**src/rtl/pipe_stage_reg.sv**
```systemverilog
// Valid/ready pipeline register with a saturating back-pressure counter.
// Define PIPE_STAGE_SKID_EN to add a one-entry skid buffer that registers in_ready.
module pipe_stage_reg #(
    parameter int WIDTH = 32,
    parameter int CNT_W = 16
) (
    input  logic             CLK,
    input  logic             nRST,
    input  logic             flush,
    input  logic             in_valid,
    output logic             in_ready,
    input  logic [WIDTH-1:0] in_data,
    output logic             out_valid,
    input  logic             out_ready,
    output logic [WIDTH-1:0] out_data,
    output logic [CNT_W-1:0] stall_cnt
);

    logic             valid_q, valid_d;
    logic [WIDTH-1:0] data_q, data_d;
    logic [CNT_W-1:0] stall_q, stall_d;
    logic             xfer_in, xfer_out;

    assign xfer_in   = in_valid && in_ready;
    assign xfer_out  = valid_q && out_ready;
    assign out_valid = valid_q;
    assign out_data  = data_q;
    assign stall_cnt = stall_q;

`ifdef PIPE_STAGE_SKID_EN
    logic             skid_valid_q, skid_valid_d;
    logic [WIDTH-1:0] skid_data_q, skid_data_d;

    // A full skid blocks upstream, so no transfer-in can coincide with skid_valid_q.
    assign in_ready = !skid_valid_q;

    always_comb begin
        valid_d      = valid_q;
        data_d       = data_q;
        skid_valid_d = skid_valid_q;
        skid_data_d  = skid_data_q;
        if (skid_valid_q) begin
            if (xfer_out) begin
                data_d       = skid_data_q;
                skid_valid_d = 1'b0;
            end
        end else if (valid_q) begin
            if (xfer_out) begin
                if (xfer_in) data_d  = in_data;
                else         valid_d = 1'b0;
            end else if (xfer_in) begin
                skid_data_d  = in_data;
                skid_valid_d = 1'b1;
            end
        end else if (xfer_in) begin
            valid_d = 1'b1;
            data_d  = in_data;
        end
        if (flush) begin
            valid_d      = 1'b0;
            data_d       = data_q;
            skid_valid_d = 1'b0;
            skid_data_d  = skid_data_q;
        end
    end

    always_ff @(posedge CLK or negedge nRST) begin
        if (!nRST) begin
            skid_valid_q <= 1'b0;
            skid_data_q  <= '0;
        end else begin
            skid_valid_q <= skid_valid_d;
            skid_data_q  <= skid_data_d;
        end
    end
`else
    assign in_ready = !valid_q || out_ready;

    always_comb begin
        valid_d = valid_q;
        data_d  = data_q;
        if (xfer_in) begin
            valid_d = 1'b1;
            data_d  = in_data;
        end else if (xfer_out) begin
            valid_d = 1'b0;
        end
        // Flush drops valid only; the payload bits are left as they were.
        if (flush) begin
            valid_d = 1'b0;
            data_d  = data_q;
        end
    end
`endif

    always_comb begin
        stall_d = stall_q;
        if (valid_q && !out_ready && (stall_q != {CNT_W{1'b1}}))
            stall_d = stall_q + 1'b1;
    end

    always_ff @(posedge CLK or negedge nRST) begin
        if (!nRST) begin
            valid_q <= 1'b0;
            data_q  <= '0;
            stall_q <= '0;
        end else begin
            valid_q <= valid_d;
            data_q  <= data_d;
            stall_q <= stall_d;
        end
    end

endmodule

```
**config.mk**
```make
export PLATFORM = sky130hd
export DESIGN_NAME = pipe_stage_reg
export DESIGN_NICKNAME = d
export VERILOG_FILES = /design/src/rtl/pipe_stage_reg.sv
export SDC_FILE = /design/constraint.sdc
export NUM_CORES = 1
export LEC_CHECK = 0
export CAP_MARGIN = 20
export CORE_MARGIN = 5
export CORE_UTILIZATION = 38
export DETAILED_ROUTE_END_ITERATION = 10
export HOLD_SLACK_MARGIN = 0.03
export PLACE_DENSITY = 0.76
export SYNTH_ARGS = -nofsm -noshare
export SYNTH_HDL_FRONTEND = slang
export SYNTH_SLANG_ARGS = --single-unit
```
**constraint.sdc**
```tcl
create_clock -name CLK -period 1.9 [get_ports CLK]
set_clock_uncertainty 0.1 [all_clocks]
set_input_delay 0.19 -clock CLK [delete_from_list [all_inputs] [get_ports CLK]]
set_output_delay 0.19 -clock CLK [all_outputs]
set_load 0.05 [all_outputs]
```
==> results of run 1 <==
## routing by layer
metal / GRT usage, % / part of all wire [%] / routed length, um / vias to the layer above
met5: 0 / 0 / 0 / -
met4: 5.56 / 2.2 / 103 / 0
met3: 5.03 / 7.2 / 342 / 8
met2: 22.9 / 48 / 2280 / 54
met1: 17.8 / 43 / 2030 / 724
li1: - / - / - / 723
## power groups by stage
stage	logic [mW]	clock network (mW)	registers, mW
2_1_floorplan	0.221	0	1.97
3_3_place_gp	1.33	0	1.37
3_5_place_dp	1.34	0	1.38
4_1_cts	1.35	0.622	1.36
5_1_grt	1.39	0.676	1.39
6_report	1.33	0.592	1.35
## layout by cell type (no fill, tap or decap), types with 2 or more instances in the layout
cell type | synthesis | final
sky130_fd_sc_hd__dfrtp_2 | 0 | 10
sky130_fd_sc_hd__a21oi_1 | 2 | 2
sky130_fd_sc_hd__dlymetal6s2s_1 | 0 | 3
sky130_fd_sc_hd__clkdlybuf4s50_1 | 0 | 75
sky130_fd_sc_hd__nand3_1 | 5 | 5
sky130_fd_sc_hd__and4_1 | 3 | 3
sky130_fd_sc_hd__clkbuf_8 | 0 | 5
sky130_fd_sc_hd__inv_1 | 3 | 2
sky130_fd_sc_hd__nor3_1 | 5 | 5
sky130_fd_sc_hd__xnor2_1 | 3 | 3
sky130_fd_sc_hd__nand2_1 | 4 | 4
sky130_fd_sc_hd__dfrtp_1 | 49 | 39
sky130_fd_sc_hd__xor2_1 | 7 | 7
sky130_fd_sc_hd__mux2_2 | 36 | 36
sky130_fd_sc_hd__nor2_1 | 8 | 8
sky130_fd_sc_hd__clkinv_2 | 0 | 2
sky130_fd_sc_hd__buf_4 | 0 | 12
## path summary, 6_finish.rpt
kind	cells past startpoint	start	to	slack, ns
setup / recovery	1	stall_cnt[4]	stall_cnt[4]	0.06
min in group CLK	1	stall_cnt[6]	stall_cnt[6]	0.38
hold reg to reg	1	stall_cnt[6]	stall_cnt[6]	0.38
setup reg to reg	5	stall_cnt[0]	stall_cnt[1]	0.08
hold / removal	2	nRST	stall_cnt[14]	0.30
max in group asynchronous	3	nRST	out_data[14]	0.82
## repair_timing
item,CTS,global route
gates resized for setup,0,3
endpoints found under the hold margin,22,0
endpoints found under the setup margin,0,3
hold buffers,1,0
## registers in the layout, indices dropped and copies added, names as in the netlist
| signal | flops |
|---|---|
| out_valid | 1 |
| out_data | 32 |
| stall_cnt | 16 |
## logic make-up (layout without fill, tap and decap cells)
group	after synthesis	after routing	share of synthesized area, %
xor gates and xnor gates	10	10	4.27
DFF	49	49	59.8
buffers and inverters	6	104	1.28
AOI/OAI and AO/OA	7	7	2.68
adders and majority gates	1	1	0.610
muxes	36	36	19.8
and+or+nand+nor	38	38	11.6
## final cells by class
type                            count  area share, %
Sequential cell                    49           39.1
Clock inverter                      2          0.316
Inverter                            3          0.474
Multi-Input combinational cell     92           26.2
Clock buffer                        6           2.29
Timing Repair Buffer               93           28.8
Tap cell                           70           2.76
## cell usage after synthesis, drive strengths merged
master	instances
nor4b	1
o21ai	1
nor4	1
or4	1
o2111ai	1
nand4	2
or2	1
and4	4
xor2	7
a311oi	1
nor2	8
dfrtp	49
and3	1
nand2	4
nand3	5
nor3b	2
nor2b	1
nand4b	1
inv	3
nand2b	1
buf	3
xnor2	3
o31ai	1
a41oi	1
ha	1
nor3	5
mux2	36
a21oi	2
## per-stage QoR
| stage | instance area (um2) | instances | util [%] | hold WS, ns |
|---|---|---|---|---|
| 2_1_floorplan | 2090 | 147 | - | -0.206 |
| 3_3_place_gp | 3070 | 306 | 59.3 | 0.111 |
| 3_5_place_dp | 3070 | 306 | 59.3 | 0.110 |
| 4_1_cts | 3160 | 315 | 61.1 | 0.310 |
| 5_1_grt | 3170 | 315 | 61.2 | 0.323 |
| 6_report | 3170 | 315 | 61.2 | 0.298 |
==> results by stage, run 1 <==
Power:
- The worst ir drop on vdd is 753 uV.
- In this run, the combinational gates consume 40.6% of the power.
- The power density relative to cell area is 1030 nW/um2.
- The analysis attributes to cell leakage a power of 1.37 nW.
- The total power of the final layout is 3.28 mW.
- Of the total power, registers draw 41.3%.
- The proportion of power drawn by the clock network is 18.1%.
- The switching power total is 1.30 mW.
- The internal power contribution is 1.98 mW.
- The share of total power consumed by net switching is 39.6%.

Detailed routing:
- The post-route DRC violation count is 0.
- The number of routed nets with antenna violations is 0.
- In this run, the number of DRC markers left after iteration 0 of detailed routing was 48.
- For this block, the routed nets add up to 4760 um of wire.
- The number of vias per cell after detailed routing is 4.79.
- The first TritonRoute pass finished after 4 iterations.
- The via count is 1509.
- The detail-routed net length per standard cell is 15.1 um.

Finish:
- In the final layout, the share of cells above drive strength 1 is 31.8%.
- The area used by sequential logic in the layout is 1240 um2.
- At the end of the flow, the number of nets in the layout was 282.
- The area growth from synthesis to layout is 54.5%.
- After filler insertion, the fill cell instance count of the layout stands at 434.
- The multi-input gate area in the final layout is 831 um2.
- 0 antenna diodes ended up in the layout.

Global route:
- The maximum number of pins on one net before global-route repair is 33.
- The number of global-route vias before repair was 1594.
- The aggregate global routing overflow is 0.
- The number of antenna violations at the first check in global routing is 0.
- The first global-routing pass estimated 7970 um of wire.
- Global routing used 14.3% of the available tracks.

Worst setup path:
- Of all nets on the critical path, the largest fanout is 5.
- The category of cells accounting for the largest share of critical-path delay is buffers and inverters.
- The critical path's slowest cell is sky130_fd_sc_hd__clkdlybuf4s50_1.
- The biggest cell delay along the critical path is 0.82 ns.
- The data arrival time at the worst-slack endpoint is 1.55 ns.
- The worst setup path is captured at a primary output.
- The number of buffers and inverters on the critical path is 1.
- The required time at the worst-slack endpoint is 1.61 ns.
- The critical path goes through clkdlybuf4s50_1.
- The worst setup path is launched from a flip-flop.
- The critical path is of the flip-flop to primary output type.

Placed design:
- Routability-driven placement finished with a final weighted congestion of 0.755.
- The count of buffers added on input and output ports is 86.
- OpenSTA, run right after detailed placement, puts the worst setup slack at -0.0136 ns.
- Once detailed placement completed, the half-perimeter wirelength came to 3640 um.

STA:
- Setup violations remaining at the end of the flow were counted as 0.
- The number of hold violations in the final report is 0.
- The worst path meets setup with 0.0626 ns of slack.
- The worst relative slew slack is 64.9%.
- The number of slew-limit violations in the final report is 0.
- In the finished design, the share of the clock period the worst path needs comes to 96.7%.
- Counting I/O delays and the setup requirement, the final critical path takes 1.84 ns.
- The pin slew with the least headroom to its limit is 0.524 ns.
- Setup repair after global routing left no endpoint under its margin.
- In the final timing run, aggregate negative setup slack is 0 ns.
- For this run, the top clock speed supported by timing is 544 MHz.

Yosys:
- The net count of the mapped netlist is 185.
- For this run, the number of Yosys warnings is 0.
- The unique cell type count in the Yosys netlist is 31.
- The post-synthesis sequential area ratio is 59.8%.
- In this run the biggest area consumer among cell types represents 59.8% of the synthesized area.
- Counting every instance in the synthesized netlist gives 147.
- The count of state elements after synthesis is 49.
- The cell accounting for the most synthesized area is sky130_fd_sc_hd__dfrtp_1.
- The mean cell area of the mapped netlist is 14.0 um2.
- The cell area after synthesis is 2050 um2.
- By area the synthesized netlist is led by sky130_fd_sc_hd__dfrtp_1 (60%), sky130_fd_sc_hd__mux2_2 (20%), sky130_fd_sc_hd__xor2_1 (3.0%), sky130_fd_sc_hd__nor2_1 (1.5%), sky130_fd_sc_hd__and4_1 (1.3%).

Clock network:
- The number of buffers on the longest clock path is 2.
- Clock-pin slew was measured on the worst setup and hold paths at 0.08 ns.
- The maximum level of the CTS H-tree is 2.
- The library cell used as clock root buffer is sky130_fd_sc_hd__clkbuf_8.
- The clock insertion delay at the later pin of the skew report is 0.30 ns.
- TritonCTS created 5 clock buffers.
- The number of sinks driven by the clock tree is 49.
- TritonCTS built the clock tree.
- Post-CTS timing repair inserted 0 buffers for setup.

Outcome:
- The run finished with clean final reports.

Floorplanning:
- The row count is 26.
- The vertical die dimension is 83.5 um.
- The floorplan die area is 6970 um2.
- The area of the core is 5170 um2.
- In this run the count of I/O pins placed on the die edge is 87.
- The initial cell density of the core is 39.6%.
- Measured along the x axis, the die boundary spans 83.5 um.

Run:
- Across the run, the number of max-cap violations was 0.

Min path:
- The type of the worst min-delay path is input pin to asynchronous set/reset pin.
Power figures use the tool's default switching activity.
==> run 2: changes to the inputs <==
--- a/config.mk
+++ b/config.mk
@@ -5,6 +5,7 @@
 export SDC_FILE = /design/constraint.sdc
 export NUM_CORES = 1
 export LEC_CHECK = 0
+export ABC_CLOCK_PERIOD_IN_PS = 1900
 export CAP_MARGIN = 20
 export CORE_MARGIN = 5
 export CORE_UTILIZATION = 38
==> constraint.sdc (replaced) <==
create_clock -name CLK -period 1.9 [get_ports CLK]
set_clock_uncertainty 0.1 [all_clocks]
set_input_delay 0.19 -clock CLK [delete_from_list [all_inputs] [get_ports CLK]]
set_output_delay 0.19 -clock CLK [all_outputs]
set_load 0.01 [all_outputs]
==> results by stage, run 2 (synthesized netlist as in run 1, its figures left out) <==
Floorplanning:
- The floorplan step set the die height to 83.5 um.
- The width of the chip is 83.5 um.
- The number of ports placed on the die boundary is 87.
- The initial cell density of the core is 39.6%.
- The die covers 6970 um2.
- The area of the core is 5170 um2.
- The row count is 26.

Worst setup path:
- The kind of launch point of the worst setup path is a flip-flop.
- At the worst endpoint, the arrival time is 1.54 ns.
- The critical path's slowest cell is sky130_fd_sc_hd__clkdlybuf4s50_1.
- The critical path goes through nor2b_4, inv_1, buf_4, clkdlybuf4s50_1.
- The number of buffers and inverters on the critical path is 3.
- The biggest cell delay along the critical path is 0.55 ns.
- The category of cells accounting for the largest share of critical-path delay is buffers and inverters.
- The worst register-to-register path ends at stall_cnt[11].
- The largest fanout on the critical path is 4.
- By startpoint and endpoint, the worst setup path is classified as flip-flop to primary output.
- At the worst endpoint, the required time is 1.61 ns.
- The startpoint of the worst-slack reg-to-reg timing path is stall_cnt[1].
- For flop-to-flop paths, the worst setup slack is 0.13 ns.
- The type of element capturing the critical path is a primary output.
- For the worst flop-to-flop path, the logic depth is 5.

Clock network:
- The number of sinks driven by the clock tree is 49.
- TritonCTS built the clock tree.
- After clock tree synthesis, the clock-pin slew on the worst setup and hold paths is 0.08 ns.
- The tree is rooted in a sky130_fd_sc_hd__clkbuf_8.
- Clock latency on the worst-skew pair, taken at its later pin, is 0.30 ns.
- The number of buffers on the longest clock path is 2.
- The H-tree was split into 2 levels.
- The number of buffers added by the clock tree synthesis step is 5.

Run:
- Max-cap violations in this run came to 0.

Min path:
- The worst hold path terminates at out_valid.
- Along the worst hold path, the cell count comes to 3.
- The worst hold path begins at in_valid.
- The type of the worst min-delay path is input pin to flip-flop.

Detailed routing:
- For this run, the detailed router's first-pass iteration total came to 4.
- After detailed routing, the number of vias per cell comes to 4.79.
- For this block, the routed nets add up to 4800 um of wire.
- The detail route stage leaves a number of antenna-violating nets equal to 0.
- The violation count after the first detailed-routing iteration is 20.
- For this block, the via count after detailed routing is 1542.
- Dividing the detail-routed wire length by the instance count gives 14.9 um.
- The post-route DRC violation count is 0.

Placed design:
- The count of buffers added on input and output ports is 86.
- The sum of net half-perimeters after detailed placement is 3580 um.
- The instance area at placement is 3070 um2.
- Routability-driven placement finished with a final weighted congestion of 0.771.

Global route:
- Global routing consumed, over all layers together, 14.1% of the routing resources.
- The number of global-route vias before repair is 1590.
- Entering global routing, the biggest net connects 50 pins.
- The aggregate global routing overflow is 0.
- The wire length of the first global-routing pass is 8020 um.
- The number of antenna violations at the first check in global routing is 0.

Finish:
- Leaving out fill and tap cells, the most frequent cells in the layout are sky130_fd_sc_hd__clkdlybuf4s50_1 (85), sky130_fd_sc_hd__dfrtp_1 (49), sky130_fd_sc_hd__mux2_2 (36).
- From synthesis to final layout, the design area changed by 55.5%.
- The antenna diode instance count is 0.
- The register with the most flip-flops in the layout has 32 of them.
- The post-route cell area is 3190 um2.
- The most common library cell in the layout ignoring fill and taps is sky130_fd_sc_hd__clkdlybuf4s50_1.
- The proportion of layout cells with a drive suffix above 1 is 25.4%.
- At the end of the flow, the number of nets in the layout was 289.

STA:
- The setup TNS is 0 ns.
- The final critical-path share of the clock period is 96.3%.
- The worst relative slew slack is 58.6%.
- Timing would allow up to 547 MHz.
- At the pin with the least slew margin, the transition time is 0.621 ns.
- Setup repair after global routing left no endpoint under its margin.
- The number of hold violations in the final report is 0.
- The number of slew-limit violations in the final report is 0.
- Setup violations remaining at the end of the flow were counted as 0.
- The final critical path time including I/O delays and setup is 1.83 ns.

Power:
- VDD sags by at most 519 uV.
- The leakage power of the design is 1.33 nW.
- Total power for the finished layout comes to 2.79 mW.
- Power spread over the standard cell area amounts to 875 nW/um2.

Outcome:
- The flow ran to the end, and the final reports show no timing, DRC or antenna violations.
==> run 2: metrics by stage <==
stage / std cells / hold WS, ns / util, % / worst slack (ns)
finish: 322 / 0.394 / 61.7 / 0.0707
floorplan: 147 / -0.206 / - / 0.0939
detailed placement: 311 / 0.233 / 59.3 / -0.0502
global placement: 311 / 0.238 / 59.3 / 0.0199
CTS: 320 / 0.384 / 61.1 / 0.00675
global route: 322 / 0.385 / 61.7 / 0.000460
==> run 2: tightest hold or removal path: stages <==
cell                              delay [ns]
sky130_fd_sc_hd__clkdlybuf4s50_1        0.42
sky130_fd_sc_hd__nor2_1                 0.10
sky130_fd_sc_hd__nor2_1                 0.04
==> run 2: timing repair <==
| action | 4_1_cts | 5_1_grt |
|---|---|---|
| hold buffers | 1 | 0 |
| endpoints found under the hold margin | 49 | 0 |
| buffers inserted | 0 | 2 |
| endpoints found under the setup margin | 0 | 2 |
| gates resized for setup | 0 | 2 |
==> run 2: how the worst max path moves through the flow <==
stage	to	cells past startpoint	from	slack [ns]
global route	in_ready	4	out_valid	0.0005
global placement	stall_cnt[11]	6	out_ready	0.02
detailed placement	stall_cnt[11]	6	out_ready	-0.05
CTS	in_ready	4	out_valid	0.007
floorplan	stall_cnt[1]	5	stall_cnt[0]	0.09
finish	in_ready	4	out_valid	0.07
==> run 2: per-layer routing <==
metal,up-vias,global-route usage (%),part of all wire (%)
met5,-,0,0
met4,0,3.95,1.0
met3,6,5.13,6.4
met2,58,22.2,46
met1,743,18.5,46
li1,735,-,-
==> run 2: where the power goes <==
group / switching [mW] / leakage [nW] / internal (mW)
clock: 0.325 / 0.0385 / 0.261
combinational: 0.324 / 0.695 / 0.556
sequential: 0.113 / 0.599 / 1.21
total: 0.762 / 1.33 / 2.03
==> run 2: area by class of cell <==
type	count	area (um2)
well taps	70	87.6
fillers	435	1980
inverters	3	11.3
repair buffers	100	963
clock inverters	1	7.51
clock buffers	7	76.3
multi-input cells	92	817
flip-flops and latches	49	1230
==> run 3: changes to the inputs <==
==> config.mk (replaced) <==
export PLATFORM = sky130hd
export DESIGN_NAME = pipe_stage_reg
export DESIGN_NICKNAME = d
export VERILOG_FILES = /design/src/rtl/pipe_stage_reg.sv
export SDC_FILE = /design/constraint.sdc
export NUM_CORES = 1
export LEC_CHECK = 0
export ABC_CLOCK_PERIOD_IN_PS = 1600
export CAP_MARGIN = 20
export CORE_MARGIN = 5
export CORE_UTILIZATION = 40
export DETAILED_ROUTE_END_ITERATION = 10
export DONT_BUFFER_PORTS = 1
export HOLD_SLACK_MARGIN = 0.03
export SYNTH_ARGS = -nofsm -noshare
export SYNTH_HDL_FRONTEND = slang
export SYNTH_SLANG_ARGS = --single-unit
==> constraint.sdc (replaced) <==
create_clock -name CLK -period 1.6 [get_ports CLK]
set_clock_uncertainty 0.1 [all_clocks]
set_input_delay 0.16 -clock CLK [delete_from_list [all_inputs] [get_ports CLK]]
set_output_delay 0.16 -clock CLK [all_outputs]
set_load 0.01 [all_outputs]
==> results by stage, run 3 (synthesized netlist as in run 1, its figures left out) <==
Global route:
- For this run, global-route usage on met3 was measured as 5.81%.
- The most heavily used metal layer in global routing is met2.
- The wire length of the first global-routing pass is 7910 um.
- The met1 capacity usage during global routing is 17.0%.
- The met2 capacity usage during global routing is 28.2%.
- The number of global-route vias before repair was 1650.
- Summed over all layers, the global routing overflow is 0.
- The number of antenna violations at the first check in global routing is 0.
- The maximum number of pins on one net before global-route repair is 50.
- Global routing consumed, over all layers together, 15.7% of the routing resources.

Finish:
- The area growth from synthesis to layout is 59.2%.
- Leaving out fill and tap cells, the most frequent cell in the layout is sky130_fd_sc_hd__dfrtp_1.
- The proportion of layout cells with a drive suffix above 1 is 50.4%.
- Leaving out fill and tap cells, the most frequent cells in the layout are sky130_fd_sc_hd__dfrtp_1 (45), sky130_fd_sc_hd__dlygate4sd3_1 (36), sky130_fd_sc_hd__buf_4 (36).
- Cells fill 64.7% of the core in the end.
- The final cell count without fillers is 302.
- The post-route cell area is 3260 um2.
- The repair_antennas step left the layout with diodes totalling 0.
- The layout has 374 filler cells.
- The register with the most flip-flops in the layout has 32 of them.
- The final layout contains 269 nets.

Power:
- The worst-case IR drop observed on VDD is 761 uV.
- The leakage power of the design is 1.49 nW.
- In this run the power density over the cells is 1050 nW/um2.

STA:
- At the pin with the least slew margin, the transition time is 0.307 ns.
- The final critical-path setup slack is -0.0617 ns.
- Setup repair after global routing could not meet its margin everywhere.
- The number of setup violations in the final report is 6.
- The worst pin sits at a relative slew slack of 79.4%.
- The final critical-path share of the clock period is 104%.
- The number of hold violations in the final report is 0.
- Static timing analysis puts the maximum clock frequency at 602 MHz.
- The final critical path time including I/O delays and setup is 1.66 ns.
- The number of slew-limit violations in the final report came to 0.

Floorplanning:
- The initial cell density of the core is 40.7%.
- The floorplan step set the die width to 81.6 um.
- In this run the standard cell core region covers 5040 um2.
- The number of ports placed on the die boundary is 87.
- The die covers 6660 um2.
- In this run the core area contains 26 standard-cell rows.
- The vertical die dimension is 81.6 um.

Clock network:
- In this run, CTS created clock tree buffers numbering 5.
- The clock-pin transition on the worst setup and hold timing paths is 0.09 ns.
- For this design, the sink count on the clock tree is 49.
- The number of buffers on the longest clock path is 2.
- In this run the number of H-tree levels came out at 2.
- In this run the clock root is driven by a sky130_fd_sc_hd__clkbuf_8.
- TritonCTS built the clock tree.
- Clock latency on the worst-skew pair, taken at its later pin, is 0.30 ns.

Placed design:
- The placer congestion estimate is 0.870.
- Detailed placement ended at an HPWL of 3520 um.
- The number of instances in the placed design is 247.
- The instance area at placement is 2420 um2.
- The count of buffers added on input and output ports is 0.
- Timing analysis after detailed placement gives a worst setup slack of -0.0849 ns.

Worst setup path:
- The classification of the worst setup path is flip-flop to flip-flop.
- The kind of launch point of the worst setup path is a flip-flop.
- The data arrival time at the worst-slack endpoint is 1.79 ns.
- The largest fanout on the critical path is 4.
- STA classifies the critical path endpoint as a flip-flop.
- Data on the critical path is required at its endpoint by 1.73 ns.

Detailed routing:
- The number of vias per cell after detailed routing is 5.09.
- The overall routed net length is 5750 um.
- The via count is 1536.
- The post-route DRC violation count is 0.
- After detailed routing, the average wire length per cell comes to 19.0 um.
- The violation count after the first detailed-routing iteration is 37.
- The number of routed nets with antenna violations is 0.
- Before antenna repair, the detailed router went through 4 iterations.

Min path:
- The tightest min-delay check is of the input pin to flip-flop type.

Run:
- Across the run, the number of max-cap violations was 0.

Outcome:
- The run finished, with violations left.
- The final reports fail on negative setup slack.
==> run 3: changes by cell type in the layout (fill, tap and decap cells not counted), sizes merged <==
cell / change
clkbuf: +1
dlygate4sd3: +35
clkdlybuf4s50: -85
buf: +28
bufinv: +1
==> run 3: layer usage <==
metal  routed length [um]  vias to the layer above
met5                    0                        -
met4                   47                        0
met3                  439                        6
met2                 3030                       62
met1                 2240                      775
li1                     -                      693
==> run 3: cell type report <==
class	count	area (um2)	share of cell area [%]
multi-input combinational	92	1030	31.6
timing repair buffer	80	782	24.0
clock inverter	2	37.5	1.15
inverter	3	11.3	0.345
tap	70	87.6	2.68
sequential	49	1230	37.7
clock buffer	6	82.6	2.53
==> run 3: power breakdown <==
| part | leakage, nW | switching [mW] | internal (mW) |
|---|---|---|---|
| Combinational | 0.838 | 0.315 | 0.509 |
| Clock | 0.0574 | 0.410 | 0.508 |
| Sequential | 0.593 | 0.254 | 1.44 |
==> run 3: final timing paths <==
path | slack (ns) | endpoint | start | cells past startpoint
max | -0.06 | stall_cnt[5] | stall_cnt[0] | 5
min | 0.20 | stall_cnt[8] | out_ready | 4
max reg2reg | -0.06 | stall_cnt[5] | stall_cnt[0] | 5
min reg2reg | 0.45 | stall_cnt[15] | stall_cnt[15] | 1
max in group asynchronous | 0.90 | stall_cnt[8] | nRST | 2
min in group asynchronous | 0.26 | out_data[24] | nRST | 2
==> run 3: metrics by stage <==
| stage | power (mW) | setup TNS, ns | hold WS (ns) |
|---|---|---|---|
| 2_1_floorplan | 1.97 | -0.431 | -0.236 |
| 3_3_place_gp | 2.18 | -0.111 | -0.234 |
| 3_5_place_dp | 2.23 | -0.475 | -0.234 |
| 4_1_cts | 3.31 | -0.117 | 0.181 |
| 5_1_grt | 3.62 | -2.18 | 0.218 |
| 6_report | 3.44 | -0.172 | 0.200 |
==> run 3: timing repair <==
item                                    in CTS  in global routing
hold endpoints to repair                    83                  0
resized for setup                           17                 43
endpoints found under the setup margin      12                 44
buffers inserted                             4                  4
gates cloned                                 0                  3
hold buffers                                37                  0
pin swaps                                    6                  7
==> run 3: critical path, cell delays in order, from the launching register on <==
cell and delay, ns:
sky130_fd_sc_hd__dfrtp_1 0.41, sky130_fd_sc_hd__ha_4 0.17, sky130_fd_sc_hd__nand2_2 0.06, sky130_fd_sc_hd__or4_4 0.52, sky130_fd_sc_hd__o2111ai_2 0.21, sky130_fd_sc_hd__xnor2_1 0.14
